[config.mk]
export PLATFORM = sky130hd
export DESIGN_NAME = unpack_flat
export DESIGN_NICKNAME = d
export VERILOG_FILES = /design/src/rtl/pack_pkg.sv /design/src/rtl/unpack_if.sv /design/src/rtl/preamble_detector.sv /design/src/rtl/unpack.sv /design/src/flat_wrapper.sv
export SDC_FILE = /design/constraint.sdc
export NUM_CORES = 1
export LEC_CHECK = 0
export CAP_MARGIN = 20
export CORE_ASPECT_RATIO = 0.75
export CORE_MARGIN = 3
export CORE_UTILIZATION = 40
export CTS_CLUSTER_SIZE = 25
export DETAILED_ROUTE_END_ITERATION = 10
export GPL_TIMING_DRIVEN = 0
export SLEW_MARGIN = 5
export SYNTH_ARGS = -nofsm -noshare
export SYNTH_HDL_FRONTEND = slang
export SYNTH_HIERARCHICAL = 1
export SYNTH_SLANG_ARGS = --single-unit
[constraint.sdc]
create_clock -name i_clk -period 6.36 [get_ports i_clk]
set_input_delay 0.636 -clock i_clk [delete_from_list [all_inputs] [get_ports i_clk]]
set_output_delay 0.636 -clock i_clk [all_outputs]
set_load 0.01 [all_outputs]
[src/rtl/pack_pkg.sv]
// rtl/pack_pkg.sv - shared framing constants and FSM state type for the Pack/Unpack pair
//
// Holds the packet geometry (payload bits, output word width), the sync word
// and its length, and the two-state receiver enum. The transmit-side Pack
// block uses the same definitions so both ends agree on framing.
package pack_pkg;

  localparam int SIZE_BIT_PACK = 1976;
  localparam int SIZE_OUTPUT_BIT = 8;
  localparam int SIZE_PREAMBLE = 32;
  localparam logic [31:0] PREAMBLE = 32'hCF80AA31;

  typedef enum logic {
    SEARCH  = 1'b0,
    RECEIVE = 1'b1
  } state_t;

  // Counter width that never collapses to zero bits for a count of 1.
  function automatic int cnt_width(input int n);
    return (n > 1) ? $clog2(n) : 1;
  endfunction

endpackage

[src/rtl/unpack_if.sv]
// rtl/unpack_if.sv - serial-in / word-out handshake bundle for the unpack block
//
// Serial side : i_data, i_valid_input (driver -> unpack), o_ready (unpack -> driver)
// Word side   : o_data, o_valid, o_last (unpack -> sink), i_ready_output (sink -> unpack)
// Status      : o_sync, high while payload of a locked packet is being received
// slave modport is the unpack block; master modport is whatever drives and sinks it.
interface unpack_if #(
  parameter int SIZE_OUTPUT_BIT = pack_pkg::SIZE_OUTPUT_BIT
);

  logic                       i_data;
  logic                       i_valid_input;
  logic                       o_ready;
  logic [SIZE_OUTPUT_BIT-1:0] o_data;
  logic                       o_valid;
  logic                       i_ready_output;
  logic                       o_last;
  logic                       o_sync;

  modport slave (
    input  i_data, i_valid_input, i_ready_output,
    output o_ready, o_data, o_valid, o_last, o_sync
  );

  modport master (
    output i_data, i_valid_input, i_ready_output,
    input  o_ready, o_data, o_valid, o_last, o_sync
  );

endinterface

[src/rtl/preamble_detector.sv]
// rtl/preamble_detector.sv - sliding sync-word window with clear and same-cycle match
//
// Ports:
//   i_clk, i_reset_n : clock, asynchronous active-low reset
//   i_shift          : a serial bit is consumed this cycle while searching
//   i_bit            : that serial bit (shifted into the window LSB)
//   i_clear          : zero the window (end of packet)
//   o_match          : window including this cycle's bit equals PREAMBLE
module preamble_detector #(
  parameter int                       SIZE_PREAMBLE = pack_pkg::SIZE_PREAMBLE,
  parameter logic [SIZE_PREAMBLE-1:0] PREAMBLE      = pack_pkg::PREAMBLE
) (
  input  logic i_clk,
  input  logic i_reset_n,
  input  logic i_shift,
  input  logic i_bit,
  input  logic i_clear,
  output logic o_match
);

  logic [SIZE_PREAMBLE-1:0] window;
  logic [SIZE_PREAMBLE-1:0] window_next;

  assign window_next = {window[SIZE_PREAMBLE-2:0], i_bit};

  // Compare against the post-shift value so the match is seen on the cycle
  // the final preamble bit arrives, not one cycle later.
  assign o_match = i_shift && (window_next == PREAMBLE);

  always_ff @(posedge i_clk or negedge i_reset_n) begin
    if (!i_reset_n) begin
      window <= '0;
    end else if (i_clear) begin
      window <= '0;
    end else if (i_shift) begin
      window <= window_next;
    end
  end

endmodule

[src/rtl/unpack.sv]
// rtl/unpack.sv - serial bitstream deframer: preamble lock, then MSB-first word assembly
//
// Ports:
//   i_clk     : clock, rising edge
//   i_reset_n : asynchronous active-low reset
//   bus       : unpack_if.slave - serial input handshake, word output handshake,
//               o_last on the final word of a packet, o_sync while locked
// SEARCH hunts for PREAMBLE bit by bit; RECEIVE collects SIZE_BIT_PACK payload
// bits into SIZE_OUTPUT_BIT-bit words, then returns to SEARCH with a clean window.
module unpack #(
  parameter int                       SIZE_BIT_PACK   = pack_pkg::SIZE_BIT_PACK,
  parameter int                       SIZE_OUTPUT_BIT = pack_pkg::SIZE_OUTPUT_BIT,
  parameter int                       SIZE_PREAMBLE   = pack_pkg::SIZE_PREAMBLE,
  parameter logic [SIZE_PREAMBLE-1:0] PREAMBLE        = pack_pkg::PREAMBLE
) (
  input  logic    i_clk,
  input  logic    i_reset_n,
  unpack_if.slave bus
);

  import pack_pkg::*;

  localparam int NUM_WORDS  = SIZE_BIT_PACK / SIZE_OUTPUT_BIT;
  localparam int BIT_CNT_W  = cnt_width(SIZE_OUTPUT_BIT);
  localparam int WORD_CNT_W = cnt_width(NUM_WORDS);
  localparam logic [BIT_CNT_W-1:0]  LAST_BIT  = BIT_CNT_W'(SIZE_OUTPUT_BIT - 1);
  localparam logic [WORD_CNT_W-1:0] LAST_WORD = WORD_CNT_W'(NUM_WORDS - 1);

  state_t                     state;
  logic                       ready_en;
  logic [SIZE_OUTPUT_BIT-1:0] shreg;
  logic [SIZE_OUTPUT_BIT-1:0] word_next;
  logic [BIT_CNT_W-1:0]       bit_cnt;
  logic [WORD_CNT_W-1:0]      word_cnt;
  logic                       slot_free;
  logic                       stall;
  logic                       consume;
  logic                       out_xfer;
  logic                       word_done;
  logic                       last_done;
  logic                       match;

  // A slot being drained this very cycle counts as free, so the sink
  // accepting a word never costs an input bubble.
  assign slot_free = !bus.o_valid || bus.i_ready_output;
  assign stall     = (state == RECEIVE) && (bit_cnt == LAST_BIT) && !slot_free;

  // ready_en keeps o_ready low through reset and lets it rise on the
  // first edge afterwards.
  assign bus.o_ready = ready_en && !stall;

  assign consume   = bus.i_valid_input && bus.o_ready;
  assign out_xfer  = bus.o_valid && bus.i_ready_output;
  assign word_next = {shreg[SIZE_OUTPUT_BIT-2:0], bus.i_data};
  assign word_done = consume && (state == RECEIVE) && (bit_cnt == LAST_BIT);
  assign last_done = word_done && (word_cnt == LAST_WORD);

  // The window only moves while searching, so payload that happens to
  // contain the sync word cannot restart framing mid-packet.
  preamble_detector #(
    .SIZE_PREAMBLE(SIZE_PREAMBLE),
    .PREAMBLE     (PREAMBLE)
  ) u_detector (
    .i_clk    (i_clk),
    .i_reset_n(i_reset_n),
    .i_shift  (consume && (state == SEARCH)),
    .i_bit    (bus.i_data),
    .i_clear  (last_done),
    .o_match  (match)
  );

  always_ff @(posedge i_clk or negedge i_reset_n) begin
    if (!i_reset_n) begin
      state       <= SEARCH;
      ready_en    <= 1'b0;
      shreg       <= '0;
      bit_cnt     <= '0;
      word_cnt    <= '0;
      bus.o_data  <= '0;
      bus.o_valid <= 1'b0;
      bus.o_last  <= 1'b0;
      bus.o_sync  <= 1'b0;
    end else begin
      ready_en <= 1'b1;

      // Drain first; a load later in this block overrides it.
      if (out_xfer) begin
        bus.o_valid <= 1'b0;
        bus.o_last  <= 1'b0;
      end

      case (state)
        SEARCH: begin
          if (match) begin
            state      <= RECEIVE;
            bus.o_sync <= 1'b1;
            bit_cnt    <= '0;
            word_cnt   <= '0;
          end
        end
        RECEIVE: begin
          if (consume) begin
            shreg <= word_next;
            if (word_done) begin
              bit_cnt     <= '0;
              bus.o_data  <= word_next;
              bus.o_valid <= 1'b1;
              bus.o_last  <= last_done;
              if (last_done) begin
                state      <= SEARCH;
                bus.o_sync <= 1'b0;
                word_cnt   <= '0;
              end else begin
                word_cnt <= word_cnt + 1'b1;
              end
            end else begin
              bit_cnt <= bit_cnt + 1'b1;
            end
          end
        end
      endcase
    end
  end

endmodule

[src/flat_wrapper.sv]
// flat-port wrapper written by rule: the top's interface ports become plain ports
module unpack_flat import pack_pkg::*;
#(
  parameter int                       SIZE_BIT_PACK   = pack_pkg::SIZE_BIT_PACK,
  parameter int                       SIZE_OUTPUT_BIT = pack_pkg::SIZE_OUTPUT_BIT,
  parameter int                       SIZE_PREAMBLE   = pack_pkg::SIZE_PREAMBLE,
  parameter logic [SIZE_PREAMBLE-1:0] PREAMBLE        = pack_pkg::PREAMBLE
)
  (i_clk, i_reset_n, bus_i_data, bus_i_valid_input, bus_i_ready_output, bus_o_ready, bus_o_data, bus_o_valid, bus_o_last, bus_o_sync);
  unpack_if #(.SIZE_OUTPUT_BIT(SIZE_OUTPUT_BIT)) bus_i ();
  input  logic i_clk;
  input  logic i_reset_n;
  input wire logic [$bits(bus_i.i_data)-1:0] bus_i_data;
  input wire logic [$bits(bus_i.i_valid_input)-1:0] bus_i_valid_input;
  input wire logic [$bits(bus_i.i_ready_output)-1:0] bus_i_ready_output;
  output wire logic [$bits(bus_i.o_ready)-1:0] bus_o_ready;
  output wire logic [$bits(bus_i.o_data)-1:0] bus_o_data;
  output wire logic [$bits(bus_i.o_valid)-1:0] bus_o_valid;
  output wire logic [$bits(bus_i.o_last)-1:0] bus_o_last;
  output wire logic [$bits(bus_i.o_sync)-1:0] bus_o_sync;
  assign bus_i.i_data = bus_i_data;
  assign bus_i.i_valid_input = bus_i_valid_input;
  assign bus_i.i_ready_output = bus_i_ready_output;
  assign bus_o_ready = bus_i.o_ready;
  assign bus_o_data = bus_i.o_data;
  assign bus_o_valid = bus_i.o_valid;
  assign bus_o_last = bus_i.o_last;
  assign bus_o_sync = bus_i.o_sync;
  unpack #(.SIZE_BIT_PACK(SIZE_BIT_PACK), .SIZE_OUTPUT_BIT(SIZE_OUTPUT_BIT), .SIZE_PREAMBLE(SIZE_PREAMBLE), .PREAMBLE(PREAMBLE)) u_core (.i_clk(i_clk), .i_reset_n(i_reset_n), .bus(bus_i));
endmodule
Word-level counts from Yosys, hierarchy flattened --
Cells that the tools add are included.
Word-level totals: flip-flop bits (word level) 62, input bits 5, output and inout port bits 12, logic and storage cells 69
Cells by class: $add $sub $neg 2, equal/unequal tests 7, muxes and demuxes 29, bitwise logic cells 1, reductions and logical operators 20
Operator list (number):
- $mux 31 | 2
- $eq 32x32->1 const B | 1
- $mux 8 | 4
- $mux 1 | 16
- $pmux 8 s2 | 1
- $logic_and 1x1->1 | 10
- $mux 3 | 3
- $add 8x1->8 const B | 1
- $eq 8x8->1 const B | 1
- $ne 2x2->1 const B | 3
- $pmux 3 s2 | 1
- $reduce_and 3->1 | 2
- $pmux 1 s2 | 2
- $reduce_and 2->1 | 2
- $reduce_and 4->1 | 1
- $add 3x1->3 const B | 1
- $eq 3x3->1 const B | 1
- $logic_not 1->1 | 3
- $ne 2x1->1 const B | 1
- $reduce_bool 2->1 | 1
- $logic_or 1x1->1 | 1
- $not 1->1 | 1

Longest topological paths before layout --
Gate-level depths: netlist of the first run.
depth in word-level cells 14, mapped depth 12, gate-level depth less buffers 9

Modules after synthesis --
Netlist of the first run, hierarchy kept.
By module, submodules not included:
- unpack | instances 1, cells each 120, area each 1392.6 um2, seq. area each 775.7 um2
- preamble_detector | instances 1, cells each 114, area each 1343.8 um2, seq. area each 775.7 um2

Worst setup path after synthesis of the first run --
OpenSTA, ideal clock, no wires.
path type input -> register, from in bus_i_data, to reg u_core.word_cnt[6], library setup time 78 ps, arrival 2701 ps, slack 3581 ps, stages on the path 8, buffers on the path 1, cell sequence or4b_1 -> or4_1 -> nor4_2 -> nand2b_1 -> buf_6 -> a21boi_4 -> or4_1 -> a21oi_1
Between the ends: cells in the longest elaborated chain, start to end 4
Ends and longest elaborated chain:
- start: declaration | RTL line flat_wrapper.sv:13 | input wire logic [$bits(bus_i.i_data)-1:0] bus_i_data;
- $eq 32x32->1 | RTL line preamble_detector.sv:28 | assign o_match = i_shift && (window_next == PREAMBLE);
- $logic_and 1x1->1 | RTL line preamble_detector.sv:28
- named net u_core.match | RTL line unpack.sv:41 | logic match;
- $ne 2x1->1 (no line)
- $reduce_and 3->1 (no line)
- end signal: assignment | RTL line unpack.sv:114 | word_cnt <= word_cnt + 1'b1;
- end: declaration | RTL line unpack.sv:34 | logic [WORD_CNT_W-1:0] word_cnt;
The timed path passes the listed nets, and every way through them passes these cells. A chain may end at the register's enable or synchronous reset.

Final worst setup path of the first run --
from in bus_i_data, to reg u_core.word_cnt[5]
The elaborated chain is that of the path after synthesis.

==> metrics.cfg, run 1 <==
[cts]
ctsHoldBuffers=0
cts_buffers=9
clkSlewWorstSetupHoldPaths_ns=0.07
cts_tree=built
clk_latency_ns=0.33
ctsResizeCount=0
post_cts_buffers=0
clock_sinks=62
cts_buffer_depth=2
htreeDepth=3
clockRootBuffer=clkbuf_8

[sta]
finalClockSkew_ns=0.00821
fmax_mhz=316
worstMarginPinSlew_ns=0.779
rsz0062_at_grt=no
hold_violations=0
slew_headroom=0.481
setup_viol=0
worst_slack_ns=3.20
finalSetupTns_ns=0
slew_violations=0
period_share=0.497
min_period_ns=3.16

[worst_setup_path]
cp_num_cells=10
r2r_slack_ns=3.58
crit_top_cell=buf_6
worstPathRequired_ns=6.62
cp_top_family=simple AND/OR/NAND/NOR gates
rr_startpoint=u_core/u_detector/window[2]
cp_slowest_cell=or4_1
slowest_delay_ns=0.54
endpoint=u_core/word_cnt[5]
r2r_cells=9
path_class=in2reg
cp_cell_sequence=clkdlybuf4s50_1 > or4b_1 > or4_1 > nor4_2 > nand2b_1 > buf_6 > a21boi_4 > buf_6 > or3_1 > a21oi_1
critPathArrivalTime_ns=3.42
startpoint_type=primary input
r2r-end=u_core/word_cnt[5]
path_buf_inv=3
startpoint=bus_i_data
cp-end-kind=flip-flop
worstPathMaxFanout=10

[global_route]
grt_antenna_before_repair=0
grt_pass1_vias=1701
grt_max_degree=63
grt_usage=0.140
grt_pass1_wl_um=8520
grt_overflow=0

[yosys]
async_flop_share=1.00
syn_inst=234
synth_edf_count=0
synth.area.top_cells=dfrtp_1, mux2i_1, mux2_2, nor2_1, nand2_1
post-synth-top-area-fraction=0.567
synth_fp_nets=243
ys.flop_type=dfrtp_1
avgSynthCellArea_um2=11.7
syn-cell-area_um2=2740
ys_seq_elements=62
ys_types=36
synth_top_cell_by_area=dfrtp_1
ys.warnings.count=6
ys_seq_area_frac=0.567

[power_and_ir_drop]
power_switching_w=0.000227
internal_power_w=0.000701
switching_share=0.245
peakVddDrop_mv=0.169
p_leak_nw=1.60
p_comb_frac=0.085
clock_power_share=0.400
power_frac_seq=0.515
power_density_nw_per_um2=289

[floorplanning]
die_w_um=102
core_um2=6470
start_util=0.423
dieArea_um2=7880
num_rows=25
io_pins=17
die_h_um=77.6

[drt]
drc=0
first_iter_violations=54
wl_per_cell_um=14.3
wirelength_um=4980
vias=1775
antenna_left=0
drt-pass1-iter-count=4
vias_per_cell=5.12

[place]
gp_congestion=0.746
place_ws_ns=2.84
hpwlAfterDp_um=3230
io_buffer_count=16

[layout]
num-fill-cells=616
final_core_util=0.496
final_nets=270
drive_above_1_share=0.177
final_cell_mix=dfrtp_1, nor2_1, mux2i_1
area_growth_pct=17.5
final_common_cell=dfrtp_1
diodes=0

[min_path]
hold_path.class=in2async

[flow_run]
drv_cap=0

[outcome]
outcome=finished, final reports clean

-- layer usage --
| layer | vias up | track usage | share of wire |
|---|---|---|---|
| met4 | 0 | 0.0518 | 0.018 |
| met1 | 876 | 0.217 | 0.56 |
| met5 | - | 0 | 0 |
| met3 | 8 | 0.0458 | 0.023 |
| li1 | 874 | - | - |
| met2 | 17 | 0.177 | 0.40 |
-- cells by family after synthesis --
logic type	synth area share
compound gates	0.0476
buf+inv	0.0251
other cells	0.00137
simple gates	0.166
flops	0.567
mux	0.175
fa+ha+maj	0.0183
-- how the worst min path moves through the flow --
stage | startpoint | endpoint | slack (ns) | cells past startpoint
2_1_floorplan | i_reset_n | u_core/bit_cnt[0] | 0.34 | 0
3_3_place_gp | u_core/bus.o_last | u_core/bus.o_last | 0.46 | 2
3_5_place_dp | u_core/bus.o_sync | u_core/bus.o_sync | 0.47 | 2
4_1_cts | i_reset_n | u_core/bus.o_last | 0.41 | 1
5_1_grt | i_reset_n | u_core/u_detector/window[18] | 0.43 | 1
6_report | i_reset_n | u_core/u_detector/window[18] | 0.38 | 1
-- area by class of cell --
class                   instances  area (um^2)  area share
inverters                       3         11.3     0.00350
well taps                      81          101      0.0315
clock buffers                  13          179      0.0557
multi-input cells             159         1120       0.347
plain buffers                  10         57.6      0.0179
repair buffers                 16          158      0.0490
flip-flops and latches         62         1550       0.483
clock inverters                 3         40.0      0.0125
-- flip-flops by register name, summed over array words and instances, names as in the netlist --
signal,cells
u_core/ready_en,1
u_core/bus.o_data,8
u_core/bit_cnt,3
u_core/word_cnt,8
u_core/bus.o_valid,1
u_core/bus.o_sync,1
u_core/u_detector/window,31
u_core/state,1
u_core/bus.o_last,1
u_core/shreg,7
-- power groups by stage --
stage / logic [W] / clock network (W) / registers (W)
global placement: 0.0000778 / 0 / 0.000484
detailed placement: 0.0000798 / 0 / 0.000485
global route: 0.0000905 / 0.000400 / 0.000486
CTS: 0.0000801 / 0.000383 / 0.000478
finish: 0.0000787 / 0.000372 / 0.000478
floorplan: 0.0000593 / 0 / 0.000474
-- Yosys cell counts, types with 3 or more instances --
master    count
nand4_1       4
mux2_2       15
nand2_1      21
mux2i_1      31
o21ai_0       9
dfrtp_1      62
nand3_1       6
clkbuf_1      4
a21oi_1       7
inv_1         3
or4_1         3
buf_2         4
nor2_1       35
ha_1          4
-- through the flow --
step	total power (W)	hold slack, ns	instance area (um^2)	instances
6_report	0.000928	0.375	3210	347
5_1_grt	0.000976	0.430	3210	347
3_3_place_gp	0.000562	0.465	3000	331
3_5_place_dp	0.000564	0.473	3000	331
2_1_floorplan	0.000533	0.340	2740	234
4_1_cts	0.000942	0.407	3210	347
No activity file was read; power rests on OpenSTA's default activity.
==> run 2: changes to the inputs <==
==> constraint.sdc (replaced) <==
create_clock -name i_clk -period 2.8 [get_ports i_clk]
set_input_delay 0.28 -clock i_clk [delete_from_list [all_inputs] [get_ports i_clk]]
set_output_delay 0.28 -clock i_clk [all_outputs]
set_load 0.01 [all_outputs]
==> metrics.cfg, run 2 (synthesis results as in run 1) <==
[outcome]
outcome=finished, final reports clean

[cts]
clock_sinks=62  ; unchanged
ctsHoldBuffers=0  ; unchanged
cts_tree=built
cts_buffers=9  ; unchanged
clk_latency_ns=0.33  ; about the same
cts_buffer_depth=2  ; unchanged
htreeDepth=3  ; unchanged
clkSlewWorstSetupHoldPaths_ns=0.07  ; about the same
clockRootBuffer=clkbuf_8

[sta]
hold_violations=0  ; unchanged
worstMarginPinSlew_ns=0.776  ; -0.00246 ns
min_period_ns=2.66
rsz0062_at_grt=no
slew_violations=0  ; unchanged
slew_headroom=0.483  ; +0.00164
setup_viol=0  ; unchanged
period_share=0.951
finalClockSkew_ns=0.00766  ; -0.000547 ns
fmax_mhz=376

[floorplanning]
io_pins=17  ; unchanged
die_w_um=102  ; unchanged
die_h_um=77.6  ; unchanged
dieArea_um2=7880  ; unchanged
core_um2=6470  ; unchanged
start_util=0.423  ; unchanged
num_rows=25  ; unchanged

[layout]
top_regs=u_core/u_detector/window x31, u_core/bus.o_data x8, u_core/word_cnt x8
final_cell_mix=dfrtp_1, nor2_1, mux2i_1
design_area_um2=3250  ; +0.97%
final_common_cell=dfrtp_1
diodes=0  ; unchanged
regMostFlops=u_core/u_detector/window
stdcell_count=348  ; +0.29%
area_growth_pct=18.6
largest_reg_flops=31  ; unchanged
drive_above_1_share=0.195  ; +0.0181
final_nets=271  ; +0.37%
num-fill-cells=615  ; -0.16%

[worst_setup_path]
cp-end-kind=flip-flop
path_class=reg2reg
crit_top_cell=buf_6
startpoint_type=flip-flop
worstPathRequired_ns=3.07  ; -3.55 ns
cp_top_family=simple AND/OR/NAND/NOR gates
worstPathMaxFanout=10  ; unchanged
slowest_delay_ns=0.54  ; about the same
critPathArrivalTime_ns=2.93  ; -0.49 ns
cp_slowest_cell=or4b_4
path_buf_inv=2  ; -1
cp_cell_sequence=or4b_4 > or4_4 > nor4_4 > nand2b_1 > buf_6 > a21boi_4 > buf_6 > or3_4 > a21oi_2

[drt]
vias_per_cell=5.12  ; +0.16%
drt-pass1-iter-count=5  ; +1
wl_per_cell_um=14.2  ; -0.77%
vias=1783  ; +0.45%
first_iter_violations=72  ; +33%
antenna_left=0  ; unchanged
drc=0  ; unchanged
wirelength_um=4950  ; -0.48%

[global_route]
grt_pass1_vias=1701  ; unchanged
grt_pass1_wl_um=8520  ; unchanged
grt_usage=0.140  ; unchanged
grt_overflow=0  ; unchanged
grt_antenna_before_repair=0  ; unchanged
grt_max_degree=63  ; unchanged

[power_and_ir_drop]
peakVddDrop_mv=0.384  ; +130%
p_leak_nw=1.62  ; +1.7%
power_density_nw_per_um2=652  ; +130%
p_total_w=0.00212  ; +130%

[place]
gp_congestion=0.746  ; unchanged
dpl.cell_count=331  ; unchanged
hpwlAfterDp_um=3230  ; unchanged
placed_area_um2=3000  ; unchanged
io_buffer_count=16  ; unchanged

[flow_run]
drv_cap=0  ; unchanged

[min_path]
hold_path.class=in2async

==> run 2: cell types whose count changed in the layout (fill, tap and decap cells not counted), sizes merged <==
cell / change
buf: +1
clkdlybuf4s50: -1
dlygate4sd2: +1
==> run 2: through the flow <==
step	worst slack, ns	hold slack [ns]	util	TNS, ns
2_1_floorplan	0.204	-0.0156	-	0
3_3_place_gp	-0.676	0.465	0.463	-43.49
3_5_place_dp	-0.362	0.417	0.463	-2.03
4_1_cts	0.00313	0.0514	0.496	0
5_1_grt	0.00876	0.0735	0.501	0
6_report	0.138	0.0140	0.501	0
==> run 2: per-layer routing <==
metal  vias up  global-route usage  wire [um]
met5         -                   0          0
met3         8              0.0458        129
met4         0              0.0518         91
li1        873                   -          -
met1       879               0.217       2740
met2        23               0.177       1990
==> run 2: final cells by class <==
class                      count  area [um^2]  area share
buffer                        10         57.6      0.0177
clock buffer                  13          179      0.0551
clock inverter                 3         40.0      0.0123
inverter                       3         11.3     0.00347
multi-input combinational    159         1140       0.352
sequential                    62         1550       0.478
tap                           81          101      0.0312
timing repair buffer          17          164      0.0505
==> run 2: path summary, 6_finish.rpt <==
check                                            startpoint                            to  slack [ns]  cells after the start
worst max-delay path            u_core/u_detector/window[2]            u_core/word_cnt[4]        0.14                      9
max in group asynchronous                         i_reset_n  u_core/u_detector/window[11]        2.25                      1
worst min register to register            u_core/bus.o_sync             u_core/bus.o_sync        0.48                      2
worst max register to register  u_core/u_detector/window[2]            u_core/word_cnt[4]        0.14                      9
min in group i_clk                               bus_i_data               u_core/shreg[0]        0.40                      2
worst min-delay path                              i_reset_n  u_core/u_detector/window[18]        0.01                      1
==> run 2: where the power goes <==
part | internal, W | total (W) | switching, W
logic | 0.0000963 | 0.000190 | 0.0000935
registers | 0.000999 | 0.00109 | 0.0000868
clock network | 0.000506 | 0.000843 | 0.000337
==> run 2: what timing repair did <==
item,4_1_cts,5_1_grt
endpoints found under the setup margin,1,6
pin swaps,0,2
gates resized for setup,1,5
buffers inserted,0,1
